### config.mk
export PLATFORM = sky130hd
export DESIGN_NAME = dcache_line_responder_flat
export DESIGN_NICKNAME = d
export VERILOG_FILES = /design/src/rtl/dcache_line_responder_if.sv /design/src/rtl/dcache_line_responder.sv /design/src/flat_wrapper.sv
export SDC_FILE = /design/constraint.sdc
export NUM_CORES = 1
export LEC_CHECK = 0
export CAP_MARGIN = 20
export CORE_MARGIN = 2
export CORE_UTILIZATION = 51
export CTS_CLUSTER_SIZE = 20
export DETAILED_ROUTE_END_ITERATION = 7
export GPL_TIMING_DRIVEN = 0
export PLACE_DENSITY = 0.7
export SLEW_MARGIN = 10
export SYNTH_ARGS = -nofsm -noshare
export SYNTH_HDL_FRONTEND = slang
export SYNTH_SLANG_ARGS = --single-unit
### constraint.sdc
create_clock -name clk -period 8 [get_ports clk]
set_input_delay 0.8 -clock clk [delete_from_list [all_inputs] [get_ports clk]]
set_output_delay 0.8 -clock clk [all_outputs]
set_load 0.01 [all_outputs]
### src/rtl/dcache_line_responder_if.sv
// Purpose: bundles the D-side request/response port and the line-wide
//          physical memory port of dcache_line_responder.
// Signals:
//   mem_*  : 16-bit word/byte request from the datapath and its response
//   pmem_* : 128-bit line fill / writeback port toward physical memory
// Modports:
//   slave  : the responder (cache) side
//   master : the requester + physical memory side (datapath / arbiter / bench)
interface dcache_line_responder_if;
    logic [15:0]  mem_address;
    logic         mem_read;
    logic         mem_write;
    logic [1:0]   mem_byte_enable;
    logic [15:0]  mem_wdata;
    logic         indirect;
    logic [15:0]  mem_rdata;
    logic         mem_resp;
    logic [15:0]  pmem_address;
    logic         pmem_read;
    logic         pmem_write;
    logic [127:0] pmem_wdata;
    logic [127:0] pmem_rdata;
    logic         pmem_resp;

    modport slave (
        input  mem_address, mem_read, mem_write, mem_byte_enable, mem_wdata, indirect,
        input  pmem_rdata, pmem_resp,
        output mem_rdata, mem_resp, pmem_address, pmem_read, pmem_write, pmem_wdata
    );

    modport master (
        output mem_address, mem_read, mem_write, mem_byte_enable, mem_wdata, indirect,
        output pmem_rdata, pmem_resp,
        input  mem_rdata, mem_resp, pmem_address, pmem_read, pmem_write, pmem_wdata
    );
endinterface

### src/rtl/dcache_line_responder.sv
// Purpose: direct-mapped, write-back data cache of 128-bit lines answering
//          16-bit word/byte requests. Hits respond in the same cycle; misses
//          optionally write back a dirty victim, then fill the line, then
//          hit on return to IDLE.
// Ports:
//   clk     : rising-edge clock
//   reset_n : asynchronous active-low reset
//   bus     : dcache_line_responder_if.slave (mem_* request side, pmem_* line side)
// Parameters:
//   SETS    : number of lines, power of 2 in 2..32
module dcache_line_responder #(
    parameter int unsigned SETS = 8
) (
    input  logic                    clk,
    input  logic                    reset_n,
    dcache_line_responder_if.slave  bus
);
    localparam int unsigned IDX   = $clog2(SETS);
    localparam int unsigned TAGW  = 12 - IDX;
    localparam int unsigned LINEW = 128;

    typedef enum logic [1:0] {IDLE, WRITEBACK, FILL} state_t;

    state_t            state_q;
    logic [SETS-1:0]   valid_q;
    logic [SETS-1:0]   dirty_q;
    logic [TAGW-1:0]   tag_q  [SETS];
    logic [LINEW-1:0]  data_q [SETS];
    logic [11:0]       req_line_q;
    logic [15:0]       pmem_addr_q;
    logic [LINEW-1:0]  pmem_wdata_q;

    logic [IDX-1:0]    idx_c;
    logic [TAGW-1:0]   tag_c;
    logic [2:0]        word_c;
    logic [IDX-1:0]    fill_idx_c;
    logic [TAGW-1:0]   fill_tag_c;
    logic              req_c;
    logic              hit_c;
    logic              resp_c;
    logic              wr_hit_c;
    logic [15:0]       rd_word_c;
    logic              unused_c;

    // Request decode and hit detection
    always_comb begin
        idx_c      = bus.mem_address[4 +: IDX];
        tag_c      = bus.mem_address[15 -: TAGW];
        word_c     = bus.mem_address[3:1];
        fill_idx_c = req_line_q[IDX-1:0];
        fill_tag_c = req_line_q[11 -: TAGW];
        req_c      = bus.mem_read | bus.mem_write;
        hit_c      = valid_q[idx_c] && (tag_q[idx_c] == tag_c);
        resp_c     = (state_q == IDLE) && req_c && hit_c;
        // A simultaneous read+write is serviced as a write
        wr_hit_c   = resp_c && bus.mem_write;
        rd_word_c  = data_q[idx_c][{word_c, 4'h0} +: 16];
    end

    // indirect and byte-address bit 0 carry no function here
    assign unused_c = ^{bus.indirect, bus.mem_address[0]};

    assign bus.mem_resp     = resp_c;
    assign bus.mem_rdata    = (resp_c && !bus.mem_write) ? rd_word_c : 16'h0000;
    assign bus.pmem_read    = (state_q == FILL);
    assign bus.pmem_write   = (state_q == WRITEBACK);
    assign bus.pmem_address = pmem_addr_q;
    assign bus.pmem_wdata   = pmem_wdata_q;

    // Miss FSM, line status bits and the registered pmem transfer payload
    always_ff @(posedge clk or negedge reset_n) begin
        if (!reset_n) begin
            state_q      <= IDLE;
            valid_q      <= '0;
            dirty_q      <= '0;
            req_line_q   <= 12'h000;
            pmem_addr_q  <= 16'h0000;
            pmem_wdata_q <= '0;
        end else begin
            case (state_q)
                IDLE: begin
                    if (wr_hit_c) begin
                        dirty_q[idx_c] <= 1'b1;
                    end else if (req_c && !hit_c) begin
                        req_line_q <= bus.mem_address[15:4];
                        if (valid_q[idx_c] && dirty_q[idx_c]) begin
                            state_q      <= WRITEBACK;
                            pmem_addr_q  <= {tag_q[idx_c], idx_c, 4'h0};
                            pmem_wdata_q <= data_q[idx_c];
                        end else begin
                            state_q     <= FILL;
                            pmem_addr_q <= {bus.mem_address[15:4], 4'h0};
                        end
                    end
                end
                WRITEBACK: begin
                    if (bus.pmem_resp) begin
                        dirty_q[fill_idx_c] <= 1'b0;
                        state_q             <= FILL;
                        pmem_addr_q         <= {req_line_q, 4'h0};
                    end
                end
                FILL: begin
                    if (bus.pmem_resp) begin
                        valid_q[fill_idx_c] <= 1'b1;
                        dirty_q[fill_idx_c] <= 1'b0;
                        state_q             <= IDLE;
                    end
                end
                default: state_q <= IDLE;
            endcase
        end
    end

    // Tag and data arrays; contents need no reset because valid gates them
    always_ff @(posedge clk) begin
        if ((state_q == FILL) && bus.pmem_resp) begin
            data_q[fill_idx_c] <= bus.pmem_rdata;
            tag_q[fill_idx_c]  <= fill_tag_c;
        end else if (wr_hit_c) begin
            if (bus.mem_byte_enable[0]) begin
                data_q[idx_c][{word_c, 4'h0} +: 8] <= bus.mem_wdata[7:0];
            end
            if (bus.mem_byte_enable[1]) begin
                data_q[idx_c][{word_c, 4'h8} +: 8] <= bus.mem_wdata[15:8];
            end
        end
    end
endmodule

### src/flat_wrapper.sv
// flat-port wrapper written by rule: the top's interface ports become plain ports
module dcache_line_responder_flat 
#(
    parameter int unsigned SETS = 8
)
  (clk, reset_n, bus_mem_address, bus_mem_read, bus_mem_write, bus_mem_byte_enable, bus_mem_wdata, bus_indirect, bus_pmem_rdata, bus_pmem_resp, bus_mem_rdata, bus_mem_resp, bus_pmem_address, bus_pmem_read, bus_pmem_write, bus_pmem_wdata);
  dcache_line_responder_if bus_i ();
  input  logic clk;
  input  logic reset_n;
  input wire logic [$bits(bus_i.mem_address)-1:0] bus_mem_address;
  input wire logic [$bits(bus_i.mem_read)-1:0] bus_mem_read;
  input wire logic [$bits(bus_i.mem_write)-1:0] bus_mem_write;
  input wire logic [$bits(bus_i.mem_byte_enable)-1:0] bus_mem_byte_enable;
  input wire logic [$bits(bus_i.mem_wdata)-1:0] bus_mem_wdata;
  input wire logic [$bits(bus_i.indirect)-1:0] bus_indirect;
  input wire logic [$bits(bus_i.pmem_rdata)-1:0] bus_pmem_rdata;
  input wire logic [$bits(bus_i.pmem_resp)-1:0] bus_pmem_resp;
  output wire logic [$bits(bus_i.mem_rdata)-1:0] bus_mem_rdata;
  output wire logic [$bits(bus_i.mem_resp)-1:0] bus_mem_resp;
  output wire logic [$bits(bus_i.pmem_address)-1:0] bus_pmem_address;
  output wire logic [$bits(bus_i.pmem_read)-1:0] bus_pmem_read;
  output wire logic [$bits(bus_i.pmem_write)-1:0] bus_pmem_write;
  output wire logic [$bits(bus_i.pmem_wdata)-1:0] bus_pmem_wdata;
  assign bus_i.mem_address = bus_mem_address;
  assign bus_i.mem_read = bus_mem_read;
  assign bus_i.mem_write = bus_mem_write;
  assign bus_i.mem_byte_enable = bus_mem_byte_enable;
  assign bus_i.mem_wdata = bus_mem_wdata;
  assign bus_i.indirect = bus_indirect;
  assign bus_i.pmem_rdata = bus_pmem_rdata;
  assign bus_i.pmem_resp = bus_pmem_resp;
  assign bus_mem_rdata = bus_i.mem_rdata;
  assign bus_mem_resp = bus_i.mem_resp;
  assign bus_pmem_address = bus_i.pmem_address;
  assign bus_pmem_read = bus_i.pmem_read;
  assign bus_pmem_write = bus_i.pmem_write;
  assign bus_pmem_wdata = bus_i.pmem_wdata;
  dcache_line_responder #(.SETS(SETS)) u_core (.clk(clk), .reset_n(reset_n), .bus(bus_i));
endmodule
==> run_results.csv <==
group,metric,value,unit
timing,rsz0062_at_grt,"false",
clock_tree,clockBufferDepth,3,
placed_design,port-buffer-count,315,
critical_path,cp-end-kind,"primary output",
placed_design,place_inst,4868,
pwr,total_power,0.01863,W
timing,max_freq,125.4,MHz
routing,ant_nets,0,
pwr,p_switching,0.005442,W
critical_path,crit_required,7200,ps
timing,hold_viol,0,
critical_path,path_class,"in2out",
final_layout,final_common_cell,"edfxtp_1",
placed_design,gp_congestion,1.025,
pwr,irDropWorstVdd,0.2092,mV
critical_path,worst-path-max-fanout,10,
placed_design,hpwl,137500,um
floorplan,die_h,317.8,um
routing,drc,0,
pwr,switching_share,29.21,%
routing,via_per_inst,6.996,
yosys,ys_types,74,
clock_tree,clk_pin_slew,70,ps
final_layout,final_cell_mix,"edfxtp_1, a22oi_1, clkdlybuf4s50_1",
min_path,hp-class,"in2async",
routing,firstDrtPassIters,7,
critical_path,critPathArrivalTime,7170,ps
floorplan,rows,115,
timing,period_share,99.67,%
routing,wire_per_inst,38.64,um
final_layout,finalNonFillerCells,5128,
final_layout,drive_gt1_share,14.23,%
routing,num_vias,35880,
global_route,antenna_found_initial,14,
timing,final_max_slew_viol_count,0,
pwr,combPwrFrac,20.3,%
final_layout,finalCoreUtilization,60.99,%
clock_tree,clk_latency,740,ps
critical_path,r2r-end,"u_core.data_q[0][70]",
routing,drt-total-wl,198100,um
floorplan,start_util,51.24,%
clock_tree,clock-root-buffer,"clkbuf_16",
clock_tree,cts_tree,"built",
final_layout,final_nets,3894,
critical_path,r2r_cells,10,
clock_tree,cts_hold_buf,0,
global_route,grt.overflow.total,0,
yosys,synth_cells,3235,
critical_path,startpoint_type,"input pin",
yosys,avgSynthCellArea,15.52,um^2
timing,finalSetupTns,0,ps
global_route,grt_pass1_wl,263400,um
critical_path,worstSetupEndpoint,"bus_mem_rdata[9]",
floorplan,chipWidth,317.8,um
global_route,track_usage,38.40,%
timing,skew,41.63,ps
clock_tree,cts_setup_buffers,0,
yosys,syn_area,0.05021,mm^2
global_route,first_global_vias,32850,
critical_path,regToRegStartpoint,"u_core.tag_q[5][8]",
yosys,ys.flop_type,"edfxtp_1",
timing,worst_slew_pin_slew,1356,ps
pwr,seqPwrFrac,46.9,%
yosys,synth_edf_count,1096,
yosys,synth-seq-cells,1266,
floorplan,coreArea,0.09799,mm^2
clock_tree,h-tree-depth,3,
pwr,p_leak,20.15,nW
critical_path,crit_start,"bus_mem_address[6]",
yosys,ys_warn_count,0,
floorplan,io_pins,331,
final_layout,area_growth,19.04,%
clock_tree,cts_buffers,121,
run,cap_violations,0,
pwr,power.internal,0.01319,W
clock_tree,cts.sinks,1266,
timing,period_needed,7974,ps
pwr,clkPwrFrac,32.8,%
global_route,grt_max_degree,92,
pwr,powerDensity,311.7,mW/mm^2
yosys,ys_async_sr_fraction,13.43,%
critical_path,rrSetupSlack,3580,ps
yosys,ys_seq_area_share,74.02,%
floorplan,die-area,0.1010,mm^2
routing,drtIter0Drc,7046,
timing,report.final.setup_viol,0,
timing,slew_headroom,9.588,%
outcome,outcome,"complete, no violations",
clock_tree,cts_resized,0,
synthesized netlist by cell type, types with 3 or more instances:
cell	number	area share, %
a211oi_1	27	0.40
a21oi_1	28	0.28
a221o_1	6	0.12
a221oi_1	46	0.80
a222oi_1	12	0.24
a22o_1	34	0.59
a22oi_1	373	5.6
a31oi_1	13	0.16
a31oi_2	8	0.20
a32o_1	16	0.32
a41o_1	3	0.060
and2_1	3	0.037
and3_1	35	0.44
and4_1	30	0.52
buf_1	38	0.28
buf_2	64	0.64
buf_4	18	0.27
buf_6	14	0.31
clkbuf_1	93	0.70
clkbuf_2	3	0.030
clkinv_1	3	0.022
dfrtp_1	170	8.5
edfxtp_1	1096	66
ha_1	10	0.25
inv_1	10	0.075
mux2_2	92	2.1
mux2_4	9	0.27
mux2i_1	43	0.86
mux2i_4	7	0.31
mux4_2	42	1.9
nand2_1	311	2.3
nand2b_1	5	0.062
nand3_1	24	0.24
nand4_1	40	0.50
nor2_1	201	1.5
nor2b_1	8	0.10
nor3_1	18	0.18
nor4_1	3	0.037
o21ai_0	212	2.1
o21ai_1	4	0.040
o22ai_1	5	0.062
or2_2	8	0.10
or3_1	4	0.050
xor2_1	5	0.087
state kept, by name, indices dropped and copies added (netlist names):
signal,count
u_core.state_q,2
u_core.dirty_q,8
u_core.bus.pmem_address,12
u_core.bus.pmem_wdata,128
u_core.valid_q,8
u_core.req_line_q,12
u_core.data_q,1024
u_core.tag_q,72
cell families after synthesis:
family                     after synthesis  share of synthesized area [%]
muxes                                  194                          5.415
AOI/OAI and AO/OA                      808                          11.35
adders and majority gates               10                         0.2492
other                                    1                       0.007469
buffers and inverters                  243                          2.328
xor gates and xnor gates                 7                         0.1221
and+or+nand+nor                        706                          6.502
DFF                                   1266                          74.02
layout make-up:
| cell class | instances | area, um^2 |
|---|---|---|
| Clock buffer | 163 | 3338 |
| Inverter | 13 | 48.80 |
| Timing Repair Buffer | 355 | 3615 |
| Buffer | 230 | 1147 |
| Fill cell | 7200 | 38220 |
| Tap cell | 1287 | 1610 |
| Sequential cell | 1266 | 37170 |
| Multi-Input combinational cell | 1729 | 11930 |
| Clock inverter | 68 | 870.8 |
| Antenna cell | 17 | 42.54 |
power by group through the flow:
stage | Clock [W] | Combinational [W] | Sequential [W]
after floorplan | 0 | 0.00154 | 0.00882
after global placement | 0 | 0.00356 | 0.00882
after detailed placement | 0 | 0.00362 | 0.00885
after CTS | 0.00603 | 0.00364 | 0.00872
after global routing | 0.00629 | 0.00385 | 0.00880
final | 0.00610 | 0.00379 | 0.00874
metal layers:
| metal | wire [um] | track usage (%) | up-vias |
|---|---|---|---|
| li1 | - | - | 13770 |
| met1 | 65580 | 49.72 | 17640 |
| met2 | 83210 | 54.72 | 3685 |
| met3 | 34900 | 15.11 | 779 |
| met4 | 14240 | 22.90 | 8 |
| met5 | 220 | 1.418 | - |
stage by stage:
stage | setup WS, ps | instance area, um^2 | hold slack (ps)
final | 26.34 | 59770 | 79.15
after global placement | -1955 | 54980 | 446.5
after detailed placement | 444.0 | 55390 | 452.0
after floorplan | 3269 | 50220 | 433.4
after CTS | 397.7 | 59600 | 102.1
after global routing | 130.5 | 59720 | 155.8
worst min-delay path by stage:
stage / start / endpoint / slack (ps)
floorplan: u_core.valid_q[4] / u_core.valid_q[4] / 430
global placement: u_core.valid_q[4] / u_core.valid_q[4] / 450
detailed placement: u_core.valid_q[0] / u_core.valid_q[0] / 450
CTS: reset_n / u_core.req_line_q[6] / 100
global route: reset_n / u_core.req_line_q[8] / 160
finish: reset_n / u_core.req_line_q[6] / 80
critical path: stages:
cell and delay [ps]:
clkdlybuf4s50_1 570, buf_4 220, buf_6 180, clkinv_1 320, nor2_1 290, buf_2 440, buf_2 560, buf_1 1040
a22oi_1 230, nand4_1 470, mux4_2 430, nor2_1 60, a211oi_1 820, clkdlybuf4s50_1 700
Note: power is estimated with default switching activity, not from simulation.
